<file path="src/rtl/parking_alloc_ctrl_if.sv">
// Button/zone inputs and count/gate/status outputs of the parking allocator.
// The master modport is the driver side (car sensors / bench); the slave
// modport is the allocator itself.
interface parking_alloc_ctrl_if;
    logic       btn_in;
    logic       special;
    logic       btn_out;
    logic [1:0] out_zone;
    logic [2:0] remain_flr_spec_0;
    logic [2:0] remain_flr_norm_0;
    logic [2:0] remain_flr_1;
    logic       gate_in_open;
    logic       gate_out_open;
    logic       full;
    logic       reject;

    modport master (
        output btn_in,
        output special,
        output btn_out,
        output out_zone,
        input  remain_flr_spec_0,
        input  remain_flr_norm_0,
        input  remain_flr_1,
        input  gate_in_open,
        input  gate_out_open,
        input  full,
        input  reject
    );

    modport slave (
        input  btn_in,
        input  special,
        input  btn_out,
        input  out_zone,
        output remain_flr_spec_0,
        output remain_flr_norm_0,
        output remain_flr_1,
        output gate_in_open,
        output gate_out_open,
        output full,
        output reject
    );
endinterface

</file>
<file path="src/rtl/parking_alloc_ctrl.sv">
// Parking spot allocator: debounced-by-sync entry/exit buttons, three free-spot
// counters (floor-0 special, floor-0 normal, floor-1), and two independent gate
// FSMs that hold their gate open for GATE_CYCLES cycles per accepted car.
// Each capacity must be at most 5 and their sum at most 10.
module parking_alloc_ctrl #(
    parameter int unsigned GATE_CYCLES = 8,
    parameter int unsigned CAP_SPEC_0  = 2,
    parameter int unsigned CAP_NORM_0  = 3,
    parameter int unsigned CAP_FLR_1   = 5
) (
    input  logic                 clk,
    input  logic                 rst,
    parking_alloc_ctrl_if.slave  bus
);

    localparam logic [2:0] CapSpec = 3'(CAP_SPEC_0);
    localparam logic [2:0] CapNorm = 3'(CAP_NORM_0);
    localparam logic [2:0] CapFlr  = 3'(CAP_FLR_1);

    localparam int unsigned         GateW    = (GATE_CYCLES > 1) ? $clog2(GATE_CYCLES) : 1;
    localparam logic [GateW-1:0]    GateLast = GateW'(GATE_CYCLES - 1);
    localparam logic [GateW-1:0]    GateOne  = GateW'(1);

    typedef enum logic {
        StIdle,
        StOpen
    } gate_state_e;

    // Synchronizer, edge-detector and arming flops
    logic in_s1, in_s2, in_s3, in_armed;
    logic out_s1, out_s2, out_s3, out_armed;
    // Two-stage "pipeline valid" marker: the synchronized level is meaningful
    // only once the reset-cleared synchronizer has been refilled.
    logic rdy0, rdy1;

    logic in_ev, out_ev;

    // Count and status registers
    logic [2:0] spec_q, norm_q, flr_q;
    logic [2:0] spec_d, norm_d, flr_d;
    logic       full_q, reject_q;

    // Gate FSM registers
    gate_state_e            in_state_q, out_state_q;
    logic [GateW-1:0]       in_timer_q, out_timer_q;
    logic                   gate_in_q, gate_out_q;

    // Allocation decode
    logic in_go, out_go;
    logic take_spec, take_norm, take_flr, in_refuse;
    logic give_spec, give_norm, give_flr, out_bad;
    logic in_accept, out_accept;

    // Two-flop synchronizers plus edge-detect flop; a button must be seen low
    // after reset before it can raise an event, so a press held across reset
    // release is ignored until it is released and pressed again.
    always_ff @(posedge clk or posedge rst) begin
        if (rst) begin
            in_s1     <= 1'b0;
            in_s2     <= 1'b0;
            in_s3     <= 1'b0;
            in_armed  <= 1'b0;
            out_s1    <= 1'b0;
            out_s2    <= 1'b0;
            out_s3    <= 1'b0;
            out_armed <= 1'b0;
            rdy0      <= 1'b0;
            rdy1      <= 1'b0;
        end else begin
            in_s1     <= bus.btn_in;
            in_s2     <= in_s1;
            in_s3     <= in_s2;
            out_s1    <= bus.btn_out;
            out_s2    <= out_s1;
            out_s3    <= out_s2;
            rdy0      <= 1'b1;
            rdy1      <= rdy0;
            in_armed  <= in_armed | (rdy1 & ~in_s2);
            out_armed <= out_armed | (rdy1 & ~out_s2);
        end
    end

    assign in_ev  = in_s2 & ~in_s3 & in_armed;
    assign out_ev = out_s2 & ~out_s3 & out_armed;

    // Zone selection from the pre-cycle counts and next-count arithmetic
    always_comb begin
        take_spec = 1'b0;
        take_norm = 1'b0;
        take_flr  = 1'b0;
        in_refuse = 1'b0;
        give_spec = 1'b0;
        give_norm = 1'b0;
        give_flr  = 1'b0;
        out_bad   = 1'b0;

        in_go  = in_ev & (in_state_q == StIdle);
        out_go = out_ev & (out_state_q == StIdle);

        if (in_go) begin
            if (bus.special && (spec_q != 3'd0)) begin
                take_spec = 1'b1;
            end else if (norm_q != 3'd0) begin
                take_norm = 1'b1;
            end else if (flr_q != 3'd0) begin
                take_flr = 1'b1;
            end else begin
                in_refuse = 1'b1;
            end
        end

        if (out_go) begin
            unique case (bus.out_zone)
                2'd0: begin
                    if (spec_q < CapSpec) give_spec = 1'b1;
                    else                  out_bad   = 1'b1;
                end
                2'd1: begin
                    if (norm_q < CapNorm) give_norm = 1'b1;
                    else                  out_bad   = 1'b1;
                end
                2'd2: begin
                    if (flr_q < CapFlr) give_flr = 1'b1;
                    else                out_bad  = 1'b1;
                end
                default: out_bad = 1'b1;
            endcase
        end

        in_accept  = in_go & ~in_refuse;
        out_accept = out_go & ~out_bad;

        // A take only happens on a nonzero count and a give only below
        // capacity, so a same-zone take+give nets to zero without wrapping.
        spec_d = spec_q - 3'(take_spec) + 3'(give_spec);
        norm_d = norm_q - 3'(take_norm) + 3'(give_norm);
        flr_d  = flr_q  - 3'(take_flr)  + 3'(give_flr);
    end

    // Free-spot counters, FULL from post-update counts, single REJECT pulse
    always_ff @(posedge clk or posedge rst) begin
        if (rst) begin
            spec_q   <= CapSpec;
            norm_q   <= CapNorm;
            flr_q    <= CapFlr;
            full_q   <= 1'b0;
            reject_q <= 1'b0;
        end else begin
            spec_q   <= spec_d;
            norm_q   <= norm_d;
            flr_q    <= flr_d;
            full_q   <= (spec_d == 3'd0) && (norm_d == 3'd0) && (flr_d == 3'd0);
            reject_q <= in_refuse | out_bad;
        end
    end

    // Entry gate FSM: opens on an accepted entry, closes after GATE_CYCLES
    always_ff @(posedge clk or posedge rst) begin
        if (rst) begin
            in_state_q <= StIdle;
            in_timer_q <= '0;
            gate_in_q  <= 1'b0;
        end else begin
            unique case (in_state_q)
                StIdle: begin
                    if (in_accept) begin
                        in_state_q <= StOpen;
                        in_timer_q <= GateLast;
                        gate_in_q  <= 1'b1;
                    end
                end
                StOpen: begin
                    if (in_timer_q == '0) begin
                        in_state_q <= StIdle;
                        gate_in_q  <= 1'b0;
                    end else begin
                        in_timer_q <= in_timer_q - GateOne;
                    end
                end
                default: begin
                    in_state_q <= StIdle;
                    gate_in_q  <= 1'b0;
                end
            endcase
        end
    end

    // Exit gate FSM: opens on a valid exit, closes after GATE_CYCLES
    always_ff @(posedge clk or posedge rst) begin
        if (rst) begin
            out_state_q <= StIdle;
            out_timer_q <= '0;
            gate_out_q  <= 1'b0;
        end else begin
            unique case (out_state_q)
                StIdle: begin
                    if (out_accept) begin
                        out_state_q <= StOpen;
                        out_timer_q <= GateLast;
                        gate_out_q  <= 1'b1;
                    end
                end
                StOpen: begin
                    if (out_timer_q == '0) begin
                        out_state_q <= StIdle;
                        gate_out_q  <= 1'b0;
                    end else begin
                        out_timer_q <= out_timer_q - GateOne;
                    end
                end
                default: begin
                    out_state_q <= StIdle;
                    gate_out_q  <= 1'b0;
                end
            endcase
        end
    end

    assign bus.remain_flr_spec_0 = spec_q;
    assign bus.remain_flr_norm_0 = norm_q;
    assign bus.remain_flr_1      = flr_q;
    assign bus.gate_in_open      = gate_in_q;
    assign bus.gate_out_open     = gate_out_q;
    assign bus.full              = full_q;
    assign bus.reject            = reject_q;

endmodule

</file>
<file path="src/flat_wrapper.sv">
// flat-port wrapper written by rule: the top's interface ports become plain ports
module parking_alloc_ctrl_flat 
#(
    parameter int unsigned GATE_CYCLES = 8,
    parameter int unsigned CAP_SPEC_0  = 2,
    parameter int unsigned CAP_NORM_0  = 3,
    parameter int unsigned CAP_FLR_1   = 5
)
  (clk, rst, bus_btn_in, bus_special, bus_btn_out, bus_out_zone, bus_remain_flr_spec_0, bus_remain_flr_norm_0, bus_remain_flr_1, bus_gate_in_open, bus_gate_out_open, bus_full, bus_reject);
  parking_alloc_ctrl_if bus_i ();
  input  logic clk;
  input  logic rst;
  input wire logic [$bits(bus_i.btn_in)-1:0] bus_btn_in;
  input wire logic [$bits(bus_i.special)-1:0] bus_special;
  input wire logic [$bits(bus_i.btn_out)-1:0] bus_btn_out;
  input wire logic [$bits(bus_i.out_zone)-1:0] bus_out_zone;
  output wire logic [$bits(bus_i.remain_flr_spec_0)-1:0] bus_remain_flr_spec_0;
  output wire logic [$bits(bus_i.remain_flr_norm_0)-1:0] bus_remain_flr_norm_0;
  output wire logic [$bits(bus_i.remain_flr_1)-1:0] bus_remain_flr_1;
  output wire logic [$bits(bus_i.gate_in_open)-1:0] bus_gate_in_open;
  output wire logic [$bits(bus_i.gate_out_open)-1:0] bus_gate_out_open;
  output wire logic [$bits(bus_i.full)-1:0] bus_full;
  output wire logic [$bits(bus_i.reject)-1:0] bus_reject;
  assign bus_i.btn_in = bus_btn_in;
  assign bus_i.special = bus_special;
  assign bus_i.btn_out = bus_btn_out;
  assign bus_i.out_zone = bus_out_zone;
  assign bus_remain_flr_spec_0 = bus_i.remain_flr_spec_0;
  assign bus_remain_flr_norm_0 = bus_i.remain_flr_norm_0;
  assign bus_remain_flr_1 = bus_i.remain_flr_1;
  assign bus_gate_in_open = bus_i.gate_in_open;
  assign bus_gate_out_open = bus_i.gate_out_open;
  assign bus_full = bus_i.full;
  assign bus_reject = bus_i.reject;
  parking_alloc_ctrl #(.GATE_CYCLES(GATE_CYCLES), .CAP_SPEC_0(CAP_SPEC_0), .CAP_NORM_0(CAP_NORM_0), .CAP_FLR_1(CAP_FLR_1)) u_core (.clk(clk), .rst(rst), .bus(bus_i));
endmodule
</file>
<file path="config.mk">
export PLATFORM = sky130hd
export DESIGN_NAME = parking_alloc_ctrl_flat
export DESIGN_NICKNAME = d
export VERILOG_FILES = /design/src/rtl/parking_alloc_ctrl_if.sv /design/src/rtl/parking_alloc_ctrl.sv /design/src/flat_wrapper.sv
export SDC_FILE = /design/constraint.sdc
export NUM_CORES = 1
export LEC_CHECK = 0
export BUFFER_PORTS_ARGS = -buffer_cell sky130_fd_sc_hd__buf_4
export CAP_MARGIN = 15
export CORE_ASPECT_RATIO = 1.5
export CORE_MARGIN = 5
export CORE_UTILIZATION = 35
export CTS_CLUSTER_DIAMETER = 80
export CTS_CLUSTER_SIZE = 20
export DETAILED_ROUTE_END_ITERATION = 8
export MAX_ROUTING_LAYER = met4
export PLACE_DENSITY = 0.62
export REMOVE_ABC_BUFFERS = 1
export SLEW_MARGIN = 30
export SYNTH_ARGS = -nofsm -noshare
export SYNTH_HDL_FRONTEND = slang
export SYNTH_SLANG_ARGS = --single-unit
</file>
<file path="constraint.sdc">
create_clock -name clk -period 5.35 [get_ports clk]
set_clock_uncertainty 0.1 [all_clocks]
set_input_delay 1.07 -clock clk [delete_from_list [all_inputs] [get_ports clk]]
set_output_delay 1.07 -clock clk [all_outputs]
set_load 0.01 [all_outputs]
</file>
Yosys cells after proc, flatten, opt, wreduce, memory -nomap -nowiden
Cells that the tools add are included.

cells by class
  order comparisons = 3
  reductions and logical operators = 16
  $add $sub $neg = 8
  multiplexer cells = 45
  bitwise operators = 21
  equality and inequality tests = 8

operators with widths
  operator               count
  $mux W1                34
  $logic_not A3 Y1       5
  $mux W3                4
  $pmux W3 S2            2
  $and A1 B1 Y1          10
  $add A3 B1 Y3          3
  $reduce_bool A3 Y1     3
  $sub A3 B1 Y3          3
  $ne A2 B2 Y1 const B   4
  $not A1 Y1             8
  $pmux W1 S2            4
  $reduce_and A2 Y1      4
  $lt A3 B2 Y1 const B   2
  $sub A3 B1 Y3 const B  2
  $ne A2 B1 Y1 const B   2
  $logic_and A1 B1 Y1    3
  $lt A3 B3 Y1 const B   1
  $or A1 B1 Y1           3
  $pmux W1 S3            1
  $eq A2 B1 Y1 const B   1
  $eq A2 B2 Y1 const B   1
  $logic_not A2 Y1       1

word-level totals
  output and inout bits = 13
  logic and storage cells = 122
  input bits = 7
  register bits after elaboration = 31

Depth between registers and ports, before layout
  depth after elaboration = 10
  mapped depth = 10
  depth with buffers taken out = 10

Worst setup path before layout
Ideal clock, no wire load.

  kind = input-to-reg
  from = in bus_special
  to = reg u_core.full_q (netlist: u_core.bus.full)
  path slack = 2.537 ns
  stages on the path = 9
  arrival time = 2.612 ns
  data required time = 5.149 ns
  buffers on the path = 0
  library setup time = 0.101 ns
  cell sequence = o31ai_2 nor2_1 ha_1 inv_1 ha_1 fa_1 nor4_1 nand3_1 nor4_1

on the way
  cells in the longest elaborated chain, start to end = 8
  elaborated cells between the ends (all ways) = 18
  those cells by class = 6 x add/sub; 6 x mux; 6 x reduce/logical

RTL lines
  item                               RTL line                   RTL
  start, declared                    flat_wrapper.sv:14         input wire logic [$bits(bus_i.special)-1:0] bus_special;
  $logic_and A1 B1 Y1                parking_alloc_ctrl.sv:101  if (bus.special && (spec_q != 3'd0)) begin
  $mux W1                            parking_alloc_ctrl.sv:101
  $mux W1                            parking_alloc_ctrl.sv:100  if (in_go) begin
  $sub A3 B1 Y3                      parking_alloc_ctrl.sv:135  spec_d = spec_q - 3'(take_spec) + 3'(give_spec);
  $add A3 B1 Y3                      parking_alloc_ctrl.sv:135
  via u_core.spec_d[1]               parking_alloc_ctrl.sv:40   logic [2:0] spec_d, norm_d, flr_d;
  $logic_not A3 Y1                   parking_alloc_ctrl.sv:152  full_q <= (spec_d == 3'd0) && (norm_d == 3'd0) && (flr_d == 3'd0);
  $logic_and A1 B1 Y1 (2 in series)  parking_alloc_ctrl.sv:152
  end signal, assigned               parking_alloc_ctrl.sv:152
  end, declared                      parking_alloc_ctrl.sv:41   logic full_q, reject_q;

The timed path passes the listed nets, and every way through them passes these cells.
A chain may end at the register's enable or synchronous reset.

Final worst setup path
Ends and elaborated chain as after synthesis.

==> run metrics <==
drt drc 0; Tmin final 2.80 ns; Final nets 183; die area 0.00566 mm²; hold path start u_core.in_s1; fraction of layout cells with a size suffix above 1 25.0%; Starting DRT DRC Count 47; GR Util All Layers 11.7%; CP required 5.43 ns; RePlAce Congestion 0.792; Setup-failing EPs final 0; row count 29; Setup Fix Bufs, Post-CTS 0; clock sink total 31; DRT Pass-1 Iters 5; Post-Route Utilization 42.9%; R2R depth 9; Initial Util 35.5%; IO Port Bufs 19; Die Y 89.7 µm; post-route cell area 0.00179 mm²; post-detailed-route wirelength per cell 13.2 µm; pre-CTS setup slack 2.22 ns; initial antenna violation count 0; worst hold margin 0.247 ns; # placed instances 198; measured slew at the worst slew-check pin 0.508 ns; Clk pin slew, worst setup/hold paths 0.06 ns; WHS Endpoint u_core.in_s2; root buffer cell clkbuf_8; Placed Instance Area 0.00169 mm²; CP Cell Sequence buf_4, o31ai_2, nor2_1, ha_1, inv_1, ha_1, fa_1, nor4_1, nand3_1, nor4_1; Avg Inst Size Synth 11.2 µm²; VDD IR max 0.258 mV; synth warn 0; Synth Flop Type dfrtp_1; vias per inst 4.91; max_cap viols 0; period utilization 52.3%; TritonCTS Buffers 5; crit-path max FO 3; synthesized flop and latch total 31; max_slew headroom 65.9%; Final Hold Viols 0; unique cell type count in the Yosys netlist 33; CTS H-tree lvls 2; FMAX 357 MHz; cell taking the most area after synthesis dfrtp_1; WS Path Type in2reg; global-route wire length before repair 4880 µm; CP Capture Type flip-flop; Fill cells 388; ranking of synthesized cells by area dfrtp_1 44%, ha_1 12%, dfstp_2 8.9%, inv_1 6.6%, fa_1 4.1%; crit-path max cell delay 0.46 ns; min-delay worst type reg2reg; number of routed nets with antenna violations 0; ant diodes 0; Post-Syn Area 0.00148 mm²; total negative setup slack 0 ns; CTS tree done; crit start category primary input; I/O pins 20; clock tree buffer depth 2; R2R Path End u_core.bus.full; Final Max Slew Viols 0; largest net degree at the start of global routing 32; DP HPWL 2230 µm; Slowest-stage cell, CP fa_1; vias in the first global route 1,129; hold path depth 0; Syn Inst Count 132; post-synth top area share 43.9%; EDFF count, synth 0; Synth async-reset ratio 100%; core region area 0.00417 mm²; post_cts resized 0; r2r setup slk 2.79 ns; list of most frequent post-synthesis cells 26 x dfrtp_1, 26 x inv_1, 14 x ha_1, 9 x nand2_1; Die Span X 63.1 µm; hold buffers post-CTS 0; Leak 0.880 nW; GRT overflow 0; final worst slack 2.55 ns; RSZ-0062 raised after global routing no; sequential-to-total area share from yosys stat 52.8%; area grow syn2layout 20.8%; total power per unit cell area 563 mW/mm²; fin cells 206; status finished clean; worst r2r src u_core.bus.remain_flr_spec_0[0]; clk_lat worst skew 0.28 ns; WL final 2720 µm; Worst Path Arrival 2.88 ns; via count 1,012; total power 1.01 mW
## worst max-delay path: cells and delay by family
kind                     cells  cell delay (ns)
buffers and inverters        2             0.15
AO/OA/AOI/OAI                1             0.07
adder cells (fa/ha/maj)      3             0.92
AND/OR/NAND/NOR              4             0.67
## worst max path at each step
stage	startpoint	to	slack, ns	depth (start not counted)
3_5_place_dp	bus_special	u_core.bus.full	2.22	10
4_1_cts	bus_special	u_core.bus.full	2.52	10
6_report	bus_special	u_core.bus.full	2.55	10
2_1_floorplan	bus_special	u_core.bus.full	2.54	9
3_3_place_gp	bus_special	u_core.bus.full	2.24	10
5_1_grt	bus_special	u_core.bus.full	2.35	10
## final cells by class
| cell class | count | area [µm²] | share of cell area (%) |
|---|---|---|---|
| sequential | 31 | 782 | 43.7 |
| clock buffer | 8 | 100 | 5.59 |
| timing repair buffer | 20 | 150 | 8.39 |
| inverter | 27 | 101 | 5.66 |
| multi-input combinational | 74 | 598 | 33.4 |
| tap | 46 | 57.6 | 3.22 |
## routing by layer
layer	GRT usage [%]	part of all wire [%]	routed length (µm)
met1	10.7	37	1020
met2	21.1	55	1500
met3	3.24	4.4	119
met4	7.92	3.2	88
met5	-	0	0
## power breakdown
group	switching (mW)	leakage, nW	internal, mW
sequential	0.0705	0.349	0.329
clock	0.0783	0.0515	0.117
combinational	0.215	0.479	0.197
## flip-flops by register name, summed over array words and instances, names as in the netlist, 3 cells and up
signal and count:
u_core.bus.remain_flr_spec_0 3, u_core.bus.remain_flr_norm_0 3, u_core.out_timer_q 3, u_core.bus.remain_flr_1 3
u_core.in_timer_q 3
## kinds of logic after synthesis
logic type,synth area share (%)
simple gates,11.1
other cells,0.253
fa+ha+maj,15.9
buf+inv,6.84
compound gates,11.3
xor+xnor,1.77
flops,52.8
## cells in the final DEF (no fill, tap or decap), types with 3 or more instances in the layout
cell,synthesis,final
a21o_1,3,3
a21oi_1,7,7
buf_4,0,20
clkbuf_8,0,7
dfrtp_1,26,26
dfstp_2,5,5
fa_1,3,3
ha_1,14,14
inv_1,26,26
nand2_1,9,9
nor2_1,3,3
nor3_1,7,7
xnor2_1,3,3
Note: power is estimated with default switching activity, not from simulation.
